===== config.mk =====
export PLATFORM = sky130hd
export DESIGN_NAME = mem_req_arbiter
export DESIGN_NICKNAME = d
export VERILOG_FILES = /design/src/rtl/mem_req_arbiter.sv
export SDC_FILE = /design/constraint.sdc
export NUM_CORES = 1
export LEC_CHECK = 0
export ABC_AREA = 1
export BUFFER_PORTS_ARGS = -buffer_cell sky130_fd_sc_hd__clkbuf_2
export CORE_AREA = 2 2 176 178
export DETAILED_ROUTE_END_ITERATION = 16
export DIE_AREA = 0 0 178 180
export PLACE_DENSITY = 0.62
export SYNTH_ARGS = -nofsm -noshare
export SYNTH_HDL_FRONTEND = slang
export SYNTH_SLANG_ARGS = --single-unit

===== constraint.sdc =====
create_clock -name clock -period 4 [get_ports clock]
set_input_delay 0.6 -clock clock [delete_from_list [all_inputs] [get_ports clock]]
set_output_delay 0.6 -clock clock [all_outputs]
set_load 0.02 [all_outputs]

===== src/rtl/mem_req_arbiter.sv =====
// Arbitrates the icache (client 0) and dcache (client 1) onto one tagged memory bus and
// routes returning load data to whichever client owns the tag.
module mem_req_arbiter #(
    parameter int unsigned XLEN         = 32,
    parameter int unsigned NUM_TAGS     = 16,
    parameter int unsigned STARVE_LIMIT = 4
) (
    input  logic            clock,
    input  logic            reset,
    input  logic            c0_req_valid,
    input  logic [XLEN-1:0] c0_req_addr,
    output logic            c0_req_ready,
    input  logic            c1_req_valid,
    input  logic [1:0]      c1_req_cmd,
    input  logic [XLEN-1:0] c1_req_addr,
    input  logic [63:0]     c1_req_data,
    output logic            c1_req_ready,
    output logic [3:0]      c0_issue_tag,
    output logic            c0_issue_valid,
    output logic [3:0]      c1_issue_tag,
    output logic            c1_issue_valid,
    output logic            c0_rsp_valid,
    output logic [3:0]      c0_rsp_tag,
    output logic [63:0]     c0_rsp_data,
    output logic            c1_rsp_valid,
    output logic [3:0]      c1_rsp_tag,
    output logic [63:0]     c1_rsp_data,
    output logic [1:0]      proc2mem_command,
    output logic [XLEN-1:0] proc2mem_addr,
    output logic [63:0]     proc2mem_data,
    input  logic [3:0]      mem2proc_response,
    input  logic [63:0]     mem2proc_data,
    input  logic [3:0]      mem2proc_tag,
    output logic            spurious_tag
);

    localparam logic [1:0] BUS_NONE = 2'd0;
    localparam logic [1:0] BUS_LOAD = 2'd1;
    localparam int unsigned CntW = $clog2(STARVE_LIMIT + 1);

    typedef enum logic {StIdle, StHold} state_e;

    state_e              state_q;
    logic [1:0]          hold_cmd_q;
    logic [XLEN-1:0]     hold_addr_q;
    logic [63:0]         hold_data_q;
    logic                hold_owner_q;
    logic [CntW-1:0]     starve_cnt_q;
    logic [NUM_TAGS-1:0] tbl_valid_q;
    logic [NUM_TAGS-1:0] tbl_owner_q;
    logic                spurious_q;

    logic accept, can_latch, c0_wins, c1_wins, grant0, grant1;
    logic tag_seen, rsp_hit, rsp_owner;

    always_comb begin
        accept    = (state_q == StHold) && (mem2proc_response != 4'd0);
        can_latch = (state_q == StIdle) || accept;
        // Client 1 has priority unless client 0 has been passed over too many times.
        c0_wins   = c0_req_valid && (!c1_req_valid || (starve_cnt_q >= CntW'(STARVE_LIMIT)));
        c1_wins   = c1_req_valid && !c0_wins;
        grant0    = can_latch && c0_wins;
        grant1    = can_latch && c1_wins;
        tag_seen  = (mem2proc_tag != 4'd0);
        rsp_hit   = tag_seen && tbl_valid_q[mem2proc_tag];
        rsp_owner = tbl_owner_q[mem2proc_tag];
    end

    assign c0_req_ready     = grant0;
    assign c1_req_ready     = grant1;
    assign c0_issue_valid   = accept && !hold_owner_q;
    assign c1_issue_valid   = accept && hold_owner_q;
    assign c0_issue_tag     = c0_issue_valid ? mem2proc_response : 4'd0;
    assign c1_issue_tag     = c1_issue_valid ? mem2proc_response : 4'd0;
    assign c0_rsp_valid     = rsp_hit && !rsp_owner;
    assign c1_rsp_valid     = rsp_hit && rsp_owner;
    assign c0_rsp_tag       = c0_rsp_valid ? mem2proc_tag : 4'd0;
    assign c1_rsp_tag       = c1_rsp_valid ? mem2proc_tag : 4'd0;
    assign c0_rsp_data      = c0_rsp_valid ? mem2proc_data : 64'd0;
    assign c1_rsp_data      = c1_rsp_valid ? mem2proc_data : 64'd0;
    assign proc2mem_command = (state_q == StHold) ? hold_cmd_q : BUS_NONE;
    assign proc2mem_addr    = (state_q == StHold) ? hold_addr_q : '0;
    assign proc2mem_data    = (state_q == StHold) ? hold_data_q : 64'd0;
    assign spurious_tag     = spurious_q;

    always_ff @(posedge clock or negedge reset) begin
        if (!reset) begin
            state_q      <= StIdle;
            hold_cmd_q   <= BUS_NONE;
            hold_addr_q  <= '0;
            hold_data_q  <= 64'd0;
            hold_owner_q <= 1'b0;
            starve_cnt_q <= '0;
            tbl_valid_q  <= '0;
            tbl_owner_q  <= '0;
            spurious_q   <= 1'b0;
        end else begin
            if (grant0) begin
                state_q      <= StHold;
                hold_cmd_q   <= BUS_LOAD;
                hold_addr_q  <= c0_req_addr;
                hold_data_q  <= 64'd0;
                hold_owner_q <= 1'b0;
            end else if (grant1) begin
                state_q      <= StHold;
                hold_cmd_q   <= c1_req_cmd;
                hold_addr_q  <= c1_req_addr;
                hold_data_q  <= c1_req_data;
                hold_owner_q <= 1'b1;
            end else if (accept) begin
                state_q <= StIdle;
            end

            if (grant0) begin
                starve_cnt_q <= '0;
            end else if (grant1 && c0_req_valid && (starve_cnt_q < CntW'(STARVE_LIMIT))) begin
                starve_cnt_q <= starve_cnt_q + 1'b1;
            end

            // Clear first so a same-cycle reissue of the returning tag overrides it.
            if (rsp_hit) begin
                tbl_valid_q[mem2proc_tag] <= 1'b0;
            end
            if (accept && (hold_cmd_q == BUS_LOAD)) begin
                tbl_valid_q[mem2proc_response] <= 1'b1;
                tbl_owner_q[mem2proc_response] <= hold_owner_q;
            end

            if (tag_seen && !tbl_valid_q[mem2proc_tag]) begin
                spurious_q <= 1'b1;
            end
        end
    end

endmodule

# ---- Yosys cells after proc, flatten, opt, wreduce, memory -nomap -nowiden
# Index checks and enable logic that the tools add are counted.
dict set report op_classes {
  addsub 1
  magnitude_cmp 6
  eq_ne 1
  mux 33
  bitwise_logic 4
  reduce_logical 28
}
# cell count
set ops {}
lappend ops {{64-bit two-way mux} 5}
lappend ops {{32-bit two-way mux} 3}
lappend ops {{16-bit two-way mux} 2}
lappend ops {{16-bit AND} 1}
lappend ops {{16-bit bitwise mux} 1}
lappend ops {{1-bit logical AND} 16}
lappend ops {{4-bit two-way mux} 4}
lappend ops {{16-bit NOT} 1}
lappend ops {{16-bit OR} 1}
lappend ops {{4-bit by 5-bit < comparator with 1-bit output, second input constant} 2}
lappend ops {{1-bit two-way mux} 9}
lappend ops {{1-bit binary-select mux with 4-bit select} 2}
lappend ops {{1-bit demux with 4-bit select} 2}
lappend ops {{4-bit by 1-bit greater-or-equal comparator with 1-bit output, second input constant} 2}
lappend ops {{4-bit nonzero test} 2}
lappend ops {{2-bit two-way mux} 3}
lappend ops {{3-bit two-way mux} 2}
lappend ops {{1-bit zero test} 5}
lappend ops {{2-bit nonzero test} 2}
lappend ops {{3-bit by 1-bit adder with 3-bit output, second input constant} 1}
lappend ops {{3-bit greater-or-equal comparator, second input constant} 1}
lappend ops {{3-bit < comparator, second input constant} 1}
lappend ops {{3-bit nonzero test} 1}
lappend ops {{2-bit by 1-bit == test with 1-bit output, second input constant} 1}
lappend ops {{other kinds (2)} 3}
dict set report word_totals {
  ff_bits 136
  input_bits 206
  elab_cells 82
}

# ---- Longest topological paths before layout
dict set report logic_depth {
  word_depth 10
  depth_mapped 14
  ltp_nobuf 11
}

# ---- Worst setup path after synthesis
# Ideal clock, no wire load.
dict set report synth_timing {
  kind {input to output}
  startpoint {input mem2proc_tag[0]}
  endpoint {output c1_rsp_data[54]}
  arrival_time_ns 1.957
  required_time_ns 3.400
  setup_slack_ns 1.443
  cell_stages 14
  cell_sequence {inv_2 > buf_2 > nand2_1 > nand2_1 > nand2_1 > nand2_1 > nand2_1 > nand2_1 > inv_1 > nand2_1 > nand3_2 > buf_6 > buf_6 > nor2_1}
}
dict set report synth_via {
  elab_chain_cells 5
  elab_cells_between_ends 8
  classes_between {5 x mux; 3 x reduce/logical}
}
# element line_no
set synth_lines {}
lappend synth_lines {{start, declared} 33} ;# input logic [3:0] mem2proc_tag,
lappend synth_lines {{1-bit binary-select mux with 4-bit select} 65} ;# rsp_hit = tag_seen && tbl_valid_q[mem2proc_tag];
lappend synth_lines {{1-bit two-way mux (implied by the code)} 65}
lappend synth_lines {{1-bit logical AND} 65}
lappend synth_lines {{1-bit logical AND *} 76} ;# assign c1_rsp_valid = rsp_hit && rsp_owner;
lappend synth_lines {{64-bit two-way mux *} 80} ;# assign c1_rsp_data = c1_rsp_valid ? mem2proc_data : 64'd0;
lappend synth_lines {{end, declared} 27} ;# output logic [63:0] c1_rsp_data,
# Mark *: on every way between the ends. The rest lies on a longest branch, timed or not. The select of a mux whose other input is x is not followed.

# ---- Worst setup path after layout
dict set report layout_timing {
  startpoint {input mem2proc_tag[0]}
  endpoint {output c0_rsp_data[15]}
}
dict set report layout_via {
  elab_chain_cells 5
  elab_cells_between_ends 9
  classes_between {5 x mux; 4 x reduce/logical}
}
# element line_no
set layout_lines {}
lappend layout_lines {{1-bit binary-select mux with 4-bit select (on tied branches)} {65, 66}}
lappend layout_lines {{1-bit two-way mux (on tied branches)} {65, 66}}
lappend layout_lines {{1-bit logical AND / 1-bit zero test (equally long branches)} {65, 75}}
lappend layout_lines {{1-bit logical AND *} 75} ;# assign c0_rsp_valid = rsp_hit && !rsp_owner;
lappend layout_lines {{64-bit two-way mux *} 79} ;# assign c0_rsp_data = c0_rsp_valid ? mem2proc_data : 64'd0;
lappend layout_lines {{end, declared} 24} ;# output logic [63:0] c0_rsp_data,
# Marks and branches as above.

==> run metrics <==
number of synthesized flops with an enable pin 0; post-synthesis register bit count 136; CP max stage cell nand3_2; Post-Synth XOR/XNOR Area 0%; Final period util 86.3%; Worst-path clk slew 0.06 ns; antenna violations before repair 0; final hold viol count 0; ys flop type dfrtp_1; mux cell area share after synthesis 0%; Rel. slew slack 43.0%; top-area cell type share of the netlist area 46.1%; DR iter-0 viols 412; CTS sink cnt 136; Adder-Cell Fraction of Synth Area 0.170%; FMAX 290 MHz; area leader, netlist dfrtp_1; setup violators final 0; DIE AREA 32000 um2; synthesized area 7370 um2; layout net count 1672; fraction of registers with async set or reset after synthesis 100%; count leader, synth nand2_1; placer congestion estimate 0.907; vias in the first global route 7604; H-tree levels 4; GR peak layer met2; RSZ-0062 raised after global routing no; setup total negative slack 0 ns; Hold Crit Class in2async; postcts setup bufs 0; largest net degree at the start of global routing 94; worst-path cell chain clkbuf_2, inv_2, nand2_1, nand2_1, nand2_1, nand2_1, nand2_1, nand2_1, inv_1, nand2_1, nand3_2, buf_4, nor2_1, clkbuf_2; Boundary Pins 455; final std cells w/o fill 1874; first-pass GRT wire length 43300 um; gr ovfl total 0; maximum vdd drop 0.000219 V; Netlist cell types 23; fillers 3295; Detail Route Antenna Nets 0; Max Transition Viols Final 0; Hold Buf Count CTS 0; DR vias/cell 4.40; Final Instance Area 10600 um2; die width 178 um; DRC Markers 0; met1 usage 19.3%; Worst Path Max Fanout 30; placed inst area 9980 um2; core footprint 30200 um2; LEAKAGE 6.88 nW; post-route clock skew 0.0145 ns; cells after synthesis 1037; post-DP HPWL 23400 um; crit path launch type input pin; Max Cap Viol 0; Synth warnings 0; Simple-Gate Fraction of Synth Area 24.7%; pwr dens 446 nW/um2; CTS resizes 0; Worst Setup End Kind primary output; met3 GRT Util 3.49%; CTS Buf Count 17; clk_lat worst skew 0.42 ns; crit path time final 3.45 ns; Max clock buf depth 2; sequential share of the synthesized area 46.1%; M2 GR Usage 33.0%; First-pass DRT Iterations 8; Mapped Nets 1244; crit path DAT 2.85 ns; Vias 8244; row count 64; worst reg2reg path startpoint state_q; CP startpoint mem2proc_tag[0]; area delta synth->final 43.2%; Post-synth top cells nand2_1, inv_1, nor2_1; Critical Path RT 3.40 ns; Compound-Gate Fraction of Synth Area 14.7%; Root Buffer clkbuf_16; CTS tree yes; Starting Density 24.4%; worst setup path class in2out; outcome finished, final reports clean; placed cells 1842; IO Port Bufs 454; global-route usage over all layers 17.7%; largest family of logic cells by synthesized area simple AND/OR/NAND/NOR gates; largest cells by area after synthesis dfrtp_1, nand2_1, inv_1; fraction of layout cells with a size suffix above 1 34.5%; Slew @ Worst Pin 0.855 ns; syn_area_per_cell 7.11 um2; CP peak stage delay 0.47 ns; Post-Route WL 29600 um; DIE HEIGHT 180 um; cell mode on critical path nand2_1; Avg WL per Cell 15.8 um
==> worst max-delay path, delay by kind of cell <==
family	cells	cell delay (ns)
buffers and inverters	5	1.13
AND/OR/NAND/NOR	9	1.11
==> power by group <==
| group | switching [mW] | total (mW) | internal (mW) |
|---|---|---|---|
| clock | 0.647 | 1.59 | 0.939 |
| combinational | 0.910 | 1.38 | 0.474 |
| sequential | 0.144 | 1.75 | 1.60 |
| total | 1.70 | 4.72 | 3.01 |
==> state kept, by name (all words and copies together) (netlist names) <==
| name | cells |
|---|---|
| hold_data_q | 64 |
| hold_addr_q | 32 |
| tbl_owner_q | 16 |
| tbl_valid_q | 16 |
| starve_cnt_q | 3 |
| hold_cmd_q | 2 |
| hold_owner_q | 1 |
| spurious_tag | 1 |
| state_q | 1 |
==> final cells by class <==
class	instances	area, um2	share of cell area (%)
Antenna cell	1	2.50	0.0237
Sequential cell	136	3410	32.3
Inverter	200	751	7.11
Timing Repair Buffer	468	2410	22.8
Clock inverter	13	144	1.36
Tap cell	396	495	4.69
Multi-Input combinational cell	642	2920	27.6
Clock buffer	18	439	4.16
==> worst paths after layout <==
kind                                   endpoint  cells past startpoint  slack (ns)
worst min-delay path            hold_addr_q[25]                      1        0.25
worst max register to register  tbl_owner_q[14]                      8        1.37
min in group clock               tbl_owner_q[0]                      0        0.38
worst min register to register   tbl_owner_q[0]                      0        0.38
worst max-delay path            c0_rsp_data[15]                     14        0.55
max in group asynchronous       hold_data_q[17]                      2        2.83
==> through the flow <==
step	hold slack (ns)	total power, mW	utilization [%]	setup slack [ns]
after floorplan	0.304	2.61	-	1.44
after global placement	0.367	3.14	33.0	0.587
after detailed placement	0.368	3.16	33.0	0.553
after CTS	0.285	4.77	35.0	0.547
after global routing	0.311	5.00	35.0	0.280
final	0.249	4.72	35.0	0.547
==> layout by cell type, fill, tap and decap left out <==
| cell | n |
|---|---|
| clkinv_4 | 1 |
| buf_12 | 2 |
| inv_2 | 4 |
| nor2_2 | 1 |
| ha_1 | 1 |
| nand3_2 | 2 |
| o21ai_0 | 31 |
| bufinv_16 | 2 |
| buf_6 | 1 |
| clkinv_1 | 1 |
| nor4_1 | 1 |
| dfrtp_4 | 1 |
| o21bai_1 | 1 |
| nor2_1 | 188 |
| nand4_1 | 3 |
| dfrtp_1 | 135 |
| nand2_1 | 271 |
| clkbuf_8 | 1 |
| nand3_1 | 7 |
| clkinv_2 | 3 |
| buf_4 | 12 |
| a22o_1 | 65 |
| nand2_2 | 2 |
| inv_6 | 3 |
| a21oi_1 | 68 |
| clkbuf_2 | 453 |
| inv_1 | 195 |
| clkinvlp_4 | 3 |
| o22a_1 | 1 |
| diode_2 | 1 |
| clkbuf_16 | 17 |
| inv_8 | 1 |
==> per-layer routing <==
metal,up-vias,wire (um)
met5,-,0
met4,0,939
met3,32,2000
met2,380,15700
met1,3842,11000
li1,3990,-
==> logic make-up after synthesis <==
family,after synthesis
AO/OA/AOI/OAI,166
adder cells (fa/ha/maj),1
buffers and inverters,259
flip-flops,136
AND/OR/NAND/NOR,475
(Power assumes the default switching activity.)
